### src/rtl/core_dmem_arbiter_pkg.sv
// Shared definitions for the core data-memory arbiter: common widths, lock states, requester ids.
// The round-robin policy is selected with the CORE_DMEM_ARB_RR_EN macro (see core_dmem_arb_pick).
package core_dmem_arbiter_pkg;

  localparam int CORE_AW = 64;
  localparam int CORE_DW = 64;

  typedef enum logic [1:0] {
    IDLE   = 2'd0,
    LOCK_C = 2'd1,
    LOCK_X = 2'd2
  } arb_state_t;

  localparam logic ARB_ID_C = 1'b0;
  localparam logic ARB_ID_X = 1'b1;

  // vld=0 means nothing is selected this cycle; id is then don't-care
  typedef struct packed {
    logic vld;
    logic id;
  } arb_sel_t;

endpackage

### src/rtl/core_dmem_arb_pick.sv
// Combinational winner selection for the data-memory arbiter.
// Default is fixed C priority with starvation escape; CORE_DMEM_ARB_RR_EN selects round-robin.
module core_dmem_arb_pick
  import core_dmem_arbiter_pkg::*;
#(
  parameter int STARVE_LIMIT = 8,
  parameter int CNT_W        = $clog2(STARVE_LIMIT + 1)
) (
  input  logic             c_req,
  input  logic             x_req,
  input  arb_state_t       state,
  input  logic [CNT_W-1:0] starve_cnt,
  input  logic             last_winner,
  output arb_sel_t         sel
);

  logic tie_id;

`ifdef CORE_DMEM_ARB_RR_EN
  logic unused_starve;
  assign unused_starve = ^starve_cnt;
  assign tie_id        = (last_winner == ARB_ID_C) ? ARB_ID_X : ARB_ID_C;
`else
  localparam logic [CNT_W-1:0] STARVE_MAX = CNT_W'(STARVE_LIMIT);
  logic unused_last;
  assign unused_last = last_winner;
  assign tie_id      = (starve_cnt == STARVE_MAX) ? ARB_ID_X : ARB_ID_C;
`endif

  // A locked owner keeps the port; dropping its request while locked selects nobody.
  always_comb begin
    sel.vld = 1'b0;
    sel.id  = ARB_ID_C;
    unique case (state)
      LOCK_C: begin
        sel.vld = c_req;
        sel.id  = ARB_ID_C;
      end
      LOCK_X: begin
        sel.vld = x_req;
        sel.id  = ARB_ID_X;
      end
      default: begin
        if (c_req && x_req) begin
          sel.vld = 1'b1;
          sel.id  = tie_id;
        end else if (x_req) begin
          sel.vld = 1'b1;
          sel.id  = ARB_ID_X;
        end else if (c_req) begin
          sel.vld = 1'b1;
          sel.id  = ARB_ID_C;
        end
      end
    endcase
  end

endmodule

### src/rtl/core_dmem_arbiter.sv
// Shares the core data-memory port between the LSU (C) and a secondary master (X).
// Policy is fixed priority by default; define CORE_DMEM_ARB_RR_EN for round-robin.
module core_dmem_arbiter
  import core_dmem_arbiter_pkg::*;
#(
  parameter int AW           = 64,
  parameter int DW           = 64,
  parameter int STARVE_LIMIT = 8
) (
  input  logic            g_clk,
  input  logic            g_resetn,

  input  logic            c_req,
  input  logic [AW-1:0]   c_addr,
  input  logic            c_wen,
  input  logic [DW/8-1:0] c_strb,
  input  logic [DW-1:0]   c_wdata,
  output logic            c_gnt,
  output logic            c_rsp,
  output logic            c_err,
  output logic [DW-1:0]   c_rdata,

  input  logic            x_req,
  input  logic [AW-1:0]   x_addr,
  input  logic            x_wen,
  input  logic [DW/8-1:0] x_strb,
  input  logic [DW-1:0]   x_wdata,
  output logic            x_gnt,
  output logic            x_rsp,
  output logic            x_err,
  output logic [DW-1:0]   x_rdata,

  output logic            dmem_req,
  output logic [AW-1:0]   dmem_addr,
  output logic            dmem_wen,
  output logic [DW/8-1:0] dmem_strb,
  output logic [DW-1:0]   dmem_wdata,
  input  logic            dmem_gnt,
  input  logic            dmem_err,
  input  logic [DW-1:0]   dmem_rdata
);

  localparam int CNT_W = $clog2(STARVE_LIMIT + 1);

  arb_state_t       state;
  arb_state_t       state_nxt;
  arb_sel_t         pick_sel;
  logic             sel_vld;
  logic             sel_id;
  logic             dmem_fire;
  logic [CNT_W-1:0] starve_cnt;
  logic             last_winner;
  logic             rsp_pend;
  logic             rsp_owner;
  logic             c_hit;
  logic             x_hit;

  core_dmem_arb_pick #(
    .STARVE_LIMIT (STARVE_LIMIT),
    .CNT_W        (CNT_W)
  ) u_pick (
    .c_req       (c_req),
    .x_req       (x_req),
    .state       (state),
    .starve_cnt  (starve_cnt),
    .last_winner (last_winner),
    .sel         (pick_sel)
  );

  // Selection is masked during reset so every output reads zero while g_resetn is low.
  assign sel_vld   = pick_sel.vld && g_resetn;
  assign sel_id    = pick_sel.id;
  assign dmem_fire = sel_vld && dmem_gnt;

  always_ff @(posedge g_clk) begin
    if (!g_resetn) begin
      state <= IDLE;
    end else begin
      state <= state_nxt;
    end
  end

  always_comb begin
    state_nxt = state;
    unique case (state)
      IDLE: begin
        if (sel_vld && !dmem_gnt) begin
          state_nxt = (sel_id == ARB_ID_X) ? LOCK_X : LOCK_C;
        end
      end
      LOCK_C: begin
        if (!c_req || dmem_gnt) state_nxt = IDLE;
      end
      LOCK_X: begin
        if (!x_req || dmem_gnt) state_nxt = IDLE;
      end
      default: state_nxt = IDLE;
    endcase
  end

  always_comb begin
    dmem_req   = sel_vld;
    dmem_addr  = '0;
    dmem_wen   = 1'b0;
    dmem_strb  = '0;
    dmem_wdata = '0;
    if (sel_vld) begin
      if (sel_id == ARB_ID_X) begin
        dmem_addr  = x_addr;
        dmem_wen   = x_wen;
        dmem_strb  = x_strb;
        dmem_wdata = x_wdata;
      end else begin
        dmem_addr  = c_addr;
        dmem_wen   = c_wen;
        dmem_strb  = c_strb;
        dmem_wdata = c_wdata;
      end
    end
    c_gnt   = dmem_fire && (sel_id == ARB_ID_C);
    x_gnt   = dmem_fire && (sel_id == ARB_ID_X);
    c_hit   = g_resetn && rsp_pend && (rsp_owner == ARB_ID_C);
    x_hit   = g_resetn && rsp_pend && (rsp_owner == ARB_ID_X);
    c_rsp   = c_hit;
    x_rsp   = x_hit;
    c_err   = c_hit && dmem_err;
    x_err   = x_hit && dmem_err;
    c_rdata = c_hit ? dmem_rdata : '0;
    x_rdata = x_hit ? dmem_rdata : '0;
  end

  // The response always lands one cycle after the grant, so one pending bit suffices.
  always_ff @(posedge g_clk) begin
    if (!g_resetn) begin
      rsp_pend  <= 1'b0;
      rsp_owner <= ARB_ID_C;
    end else begin
      rsp_pend <= dmem_fire;
      if (dmem_fire) rsp_owner <= sel_id;
    end
  end

`ifdef CORE_DMEM_ARB_RR_EN
  assign starve_cnt = '0;

  always_ff @(posedge g_clk) begin
    if (!g_resetn) begin
      last_winner <= ARB_ID_C;
    end else if (dmem_fire) begin
      last_winner <= sel_id;
    end
  end
`else
  localparam logic [CNT_W-1:0] STARVE_MAX = CNT_W'(STARVE_LIMIT);

  assign last_winner = ARB_ID_C;

  always_ff @(posedge g_clk) begin
    if (!g_resetn) begin
      starve_cnt <= '0;
    end else if (!x_req || x_gnt) begin
      starve_cnt <= '0;
    end else if (starve_cnt != STARVE_MAX) begin
      starve_cnt <= starve_cnt + CNT_W'(1);
    end
  end
`endif

endmodule

### config.mk
export PLATFORM = sky130hd
export DESIGN_NAME = core_dmem_arbiter
export DESIGN_NICKNAME = d
export VERILOG_FILES = /design/src/rtl/core_dmem_arbiter_pkg.sv /design/src/rtl/core_dmem_arb_pick.sv /design/src/rtl/core_dmem_arbiter.sv
export SDC_FILE = /design/constraint.sdc
export NUM_CORES = 1
export LEC_CHECK = 0
export CORE_AREA = 2 2 241 243
export DETAILED_ROUTE_END_ITERATION = 8
export DIE_AREA = 0 0 243 245
export GPL_ROUTABILITY_DRIVEN = 0
export PLACE_DENSITY = 0.4
export SETUP_SLACK_MARGIN = 0.05
export SYNTH_ARGS = -nofsm -noshare
export SYNTH_HDL_FRONTEND = slang
export SYNTH_SLANG_ARGS = --single-unit
### constraint.sdc
create_clock -name g_clk -period 3.7 [get_ports g_clk]
set_input_delay 1.11 -clock g_clk [delete_from_list [all_inputs] [get_ports g_clk]]
set_output_delay 1.11 -clock g_clk [all_outputs]
set_load 0.05 [all_outputs]
### Yosys cells after proc, flatten, opt, wreduce, memory -nomap -nowiden

Cells that the tools add are included.

* register bits: 8
* bits of input ports: 344
* word-level logic and storage cells: 55

* $add $sub $neg: 1
* eq/ne operators: 7
* multiplexer cells: 20
* bitwise logic cells: 3
* reduce and logical (&&, ||, !) cells: 20

Operator list (count)
* two-way mux 64 bit: 6
* two-way mux 8 bit: 2
* two-way mux 2 bit: 7
* logical AND 1 bit: 11
* != test 2 bit (second input constant): 3
* case mux 2 bit (3 select lines): 1
* adder 4 x 1 -> 4 bit (second input constant): 1
* == test 4 bit (second input constant): 1
* != test 4 bit (second input constant): 1
* case mux 2 bit (2 select lines): 1
* zero test 1 bit: 3
* logical OR 1 bit: 3
* two-way mux 1 bit: 3
* NOT 1 bit: 3
* AND reduction 3 bit: 1
* == test 2 x 1 -> 1 bit (second input constant): 1
* == test 2 bit (second input constant): 1
* zero test 2 bit: 1
* OR reduction 2 bit: 1

### Logic depth before layout (Yosys ltp)

* depth in word-level cells: 9
* depth in mapped cells: 8
* mapped depth without buffers: 7

### Hierarchy

From an unflattened synthesis, not the netlist that was laid out.

* cell total of the unflattened synthesis: 504
* area, all modules: 3493.4 um2

Modules (own cells, without submodules)
* core_dmem_arbiter: times used 1, cells each 494, area an instance 3420.8 um2, sequential area each 160.2 um2
* core_dmem_arb_pick: times used 1, cells each 10, area an instance 72.6 um2, sequential area each 0.0 um2

### Worst setup path after synthesis

No wires, ideal clock.

* path kind: input-to-output
* start point: input x_req
* end point: output dmem_wdata[32]
* arrival: 2738 ps
* data required time: 2590 ps
* path slack: -148 ps
* stages: 6
* cell sequence: nor2_1 > a311o_1 > buf_2 > clkbuf_1 > nand2_1 > a21oi_1

* cells in the longest elaborated chain, start to end: 5
* elaborated cells on any way between the ends: 7
* classes of those cells: mux (5); reduce/logical (2)

Ends and longest elaborated chain
* start: declaration: line core_dmem_arbiter.sv:23 `input logic x_req,`
* two-way mux 2 bit / logical AND 1 bit (equally long branches): line core_dmem_arb_pick.sv:47, core_dmem_arb_pick.sv:44
* two-way mux 2 bit: line core_dmem_arb_pick.sv:44 `if (c_req && x_req) begin`
* case mux 2 bit (2 select lines) (*): line core_dmem_arb_pick.sv:34 `unique case (state)`
* two-way mux 64 bit / logical AND 1 bit (equally long branches): line core_dmem_arbiter.sv:108, core_dmem_arbiter.sv:71
* two-way mux 64 bit (*): line core_dmem_arbiter.sv:107 `if (sel_vld) begin`
* end: declaration: line core_dmem_arbiter.sv:37 `output logic [DW-1:0] dmem_wdata,`

Every way passes the cells marked *; elsewhere a longest branch is shown, timed or not.

### Final worst setup path

* start point: input x_req
* end point: output dmem_wdata[45]

Same word-level chain as after synthesis.

==> flow_metrics.tcl <==
set metrics [dict create \
    switching_share 0.505 \
    core_um2 57000 \
    syn_nets 1013 \
    p_sw_uw 2860 \
    startpoint "x_req" \
    clkPwrFrac 0.032 \
    reg2regPathDepth 10 \
    combPwrFrac 0.950 \
    grtUsageTotal 0.119 \
    row_count 88 \
    vias 7160 \
    wl_um 39100 \
    grt_pass1_wl_um 52700 \
    layout_commonest_cell "clkdlybuf4s50_1" \
    postCtsHoldBufs 0 \
    dpl-instance-area_um2 14100 \
    yosys_warnings 0 \
    worstMarginPinSlew_ns 0.491 \
    yosysTopAreaCell "nand2_1" \
    synth_top_family_by_area "simple AND/OR/NAND/NOR gates" \
    synth_cell_types 27 \
    die_h_um 245 \
    whs_endpoint "state[0]" \
    initial_core_util 0.0586 \
    final_cell_mix "clkdlybuf4s50_1 (340), buf_12 (300), nand2_1 (170)" \
    path_class "in2out" \
    tns_ns 0 \
    synth_xor_xnor_area_share 0.00787 \
    relSlewSlack 0.672 \
    ys_ff_latch 8 \
    dpl.hpwl_um 31300 \
    drive_gt1_frac 0.477 \
    syn_area_um2 3340 \
    drc_errors 0 \
    fin_crit_sh 0.991 \
    dpl.cell_count 2045 \
    path_clk_slew_ns 0.04 \
    cts_tree "yes" \
    intPower_uw 2800 \
    syn_area_per_cell_um2 5.03 \
    power_leakage_uw 0.00612 \
    cts_root_buffer "clkbuf_16" \
    layoutNonFillerInstCount 2075 \
    regToRegSetupSlack_ns 1.48 \
    report.final.slew_viol_count 0 \
    fin_nets 1660 \
    synth-adder-area-share 0.0187 \
    clkLatencyLatePin_ns 0.23 \
    place_worst_setup_slack_ns -0.411 \
    die_w_um 243 \
    holdPathStages 2 \
    gr-total-overflow 0 \
    postSynthCellCount 664 \
    crit_required_ns 2.59 \
    worst-path-max-fanout 8 \
    hold_viol 0 \
    worstSetupStartpointType "input pin" \
    hp-class "reg2reg" \
    numPortBuffers 615 \
    clockBufferDepth 2 \
    yosysTopAreaCellShare 0.313 \
    power_density_nw_per_um2 357 \
    end_kind "primary output" \
    drv_cap 0 \
    yosysSeqAreaShare 0.0479 \
    cts-htree-levels 1 \
    drtIter0Drc 131 \
    seqPwrFrac 0.018 \
    r2r_end "state[0]" \
    clock_skew_ns 0.00201 \
    wl_per_cell_um 18.9 \
    synth-simple-area-share 0.592 \
    ios 616 \
    viasPerCell 3.45 \
    setup_viol 0 \
    cts_buffers 3 \
    max_freq_mhz 273 \
    cp.arrival_ns 2.56 \
    status "completed" \
    syn2layout_area_growth_pct 375 \
    r2r-start "state[1]" \
    antenna_left 0 \
    clkSinkCount 8 \
    synth_compound_area_frac 0.235 \
    synthTopCellsByArea "nand2_1 (31%), and2_1 (24%), a21oi_1 (21%), dfxtp_1 (4.8%), clkbuf_1 (3.3%)" \
    antenna_found_initial 1 \
    synthMuxAreaShare 0 \
    min-delay-start "state[0]" \
    final_area_um2 15900 \
    final_core_util 0.278 \
    grt_max_degree 51 \
    dieArea_um2 59500 \
    rsz0062_at_grt "true" \
    grt_pass1_vias 7718 \
    worst_slack_ns 0.0342 \
    min_period_ns 3.67 \
    first_pass_iters 4 \
    ir_drop_mv 0.205 \
    fillers 6070 \
]
[cells in the mapped netlist]
master    instances
nand2_1         279
a21oi_1         139
and2_1          130
clkbuf_1         29
buf_2            17
buf_4            13
nor2_1            9
dfxtp_1           8
inv_1             8
ha_1              5
nand3_1           5
a31oi_1           2
buf_1             2
nor2b_1           2
o31a_1            2
or3_1             2
xor2_1            2
a22oi_1           1
a311o_1           1
a311oi_1          1
a311oi_2          1
a31o_2            1
and3_1            1
nand3b_1          1
nand3b_4          1
o22a_1            1
xnor2_1           1
[how the worst max path moves through the flow]
stage | depth (start not counted) | endpoint | slack (ns)
global route | 11 | dmem_wdata[55] | -0.02
global placement | 8 | dmem_addr[62] | -0.41
finish | 10 | dmem_wdata[45] | 0.03
floorplan | 6 | dmem_addr[49] | -0.1
detailed placement | 8 | dmem_wdata[50] | -0.41
CTS | 10 | dmem_addr[31] | 0.02
[timing repair]
action                                  CTS  global route
endpoints found under the setup margin  259           126
gates resized for setup                 138           152
buffers inserted                         11             5
pin swaps                                75            86
gates cloned                              7             7
[worst max-delay path: stages]
cell and delay, ns:
buf_8 0.08, nor2_4 0.03, buf_6 0.11, a311oi_4 0.24, buf_12 0.20, buf_16 0.17
clkbuf_16 0.19, nand2_2 0.07, a21oi_4 0.17, buf_12 0.16
[logic make-up (layout without fill, tap and decap cells)]
kind of cell,count (synthesis),in the layout
flops,8,8
fa+ha+maj,5,5
buf+inv,69,714
compound gates,149,149
xor+xnor,3,3
other cells,0,1
simple gates,430,430
[flip-flops by register name, indices dropped and copies added (netlist names)]
signal,count
state,2
rsp_owner,1
rsp_pend,1
starve_cnt,4
[cell type report]
type | instances | area (um^2) | share of cell area
Sequential cell | 8 | 161 | 0.0102
Antenna cell | 1 | 2.50 | 0.000158
Tap cell | 765 | 957 | 0.0603
Clock buffer | 3 | 75.1 | 0.00473
Timing Repair Buffer | 703 | 10300 | 0.647
Inverter | 8 | 30.0 | 0.00189
Multi-Input combinational cell | 587 | 4370 | 0.275
[power groups by stage]
stage,clock [uW],combinational [uW],sequential (uW)
floorplan,0,2050,99.8
global placement,0,4470,102
detailed placement,0,4470,102
CTS,184,5030,101
global route,188,5620,103
finish,183,5380,102
[metal layers]
layer  part of all wire  up-vias  GRT usage
met5                  0        -          0
met4              0.027        0     0.0285
met3              0.078       26     0.0339
met2               0.54      401      0.236
met1               0.35     3324      0.122
li1                   -     3409          -
[through the flow]
step | hold slack, ns | total power (uW)
finish | 0.521 | 5660
global route | 0.550 | 5920
CTS | 0.531 | 5310
detailed placement | 0.528 | 4570
global placement | 0.512 | 4570
floorplan | 0.489 | 2150
(Power assumes the default switching activity.)
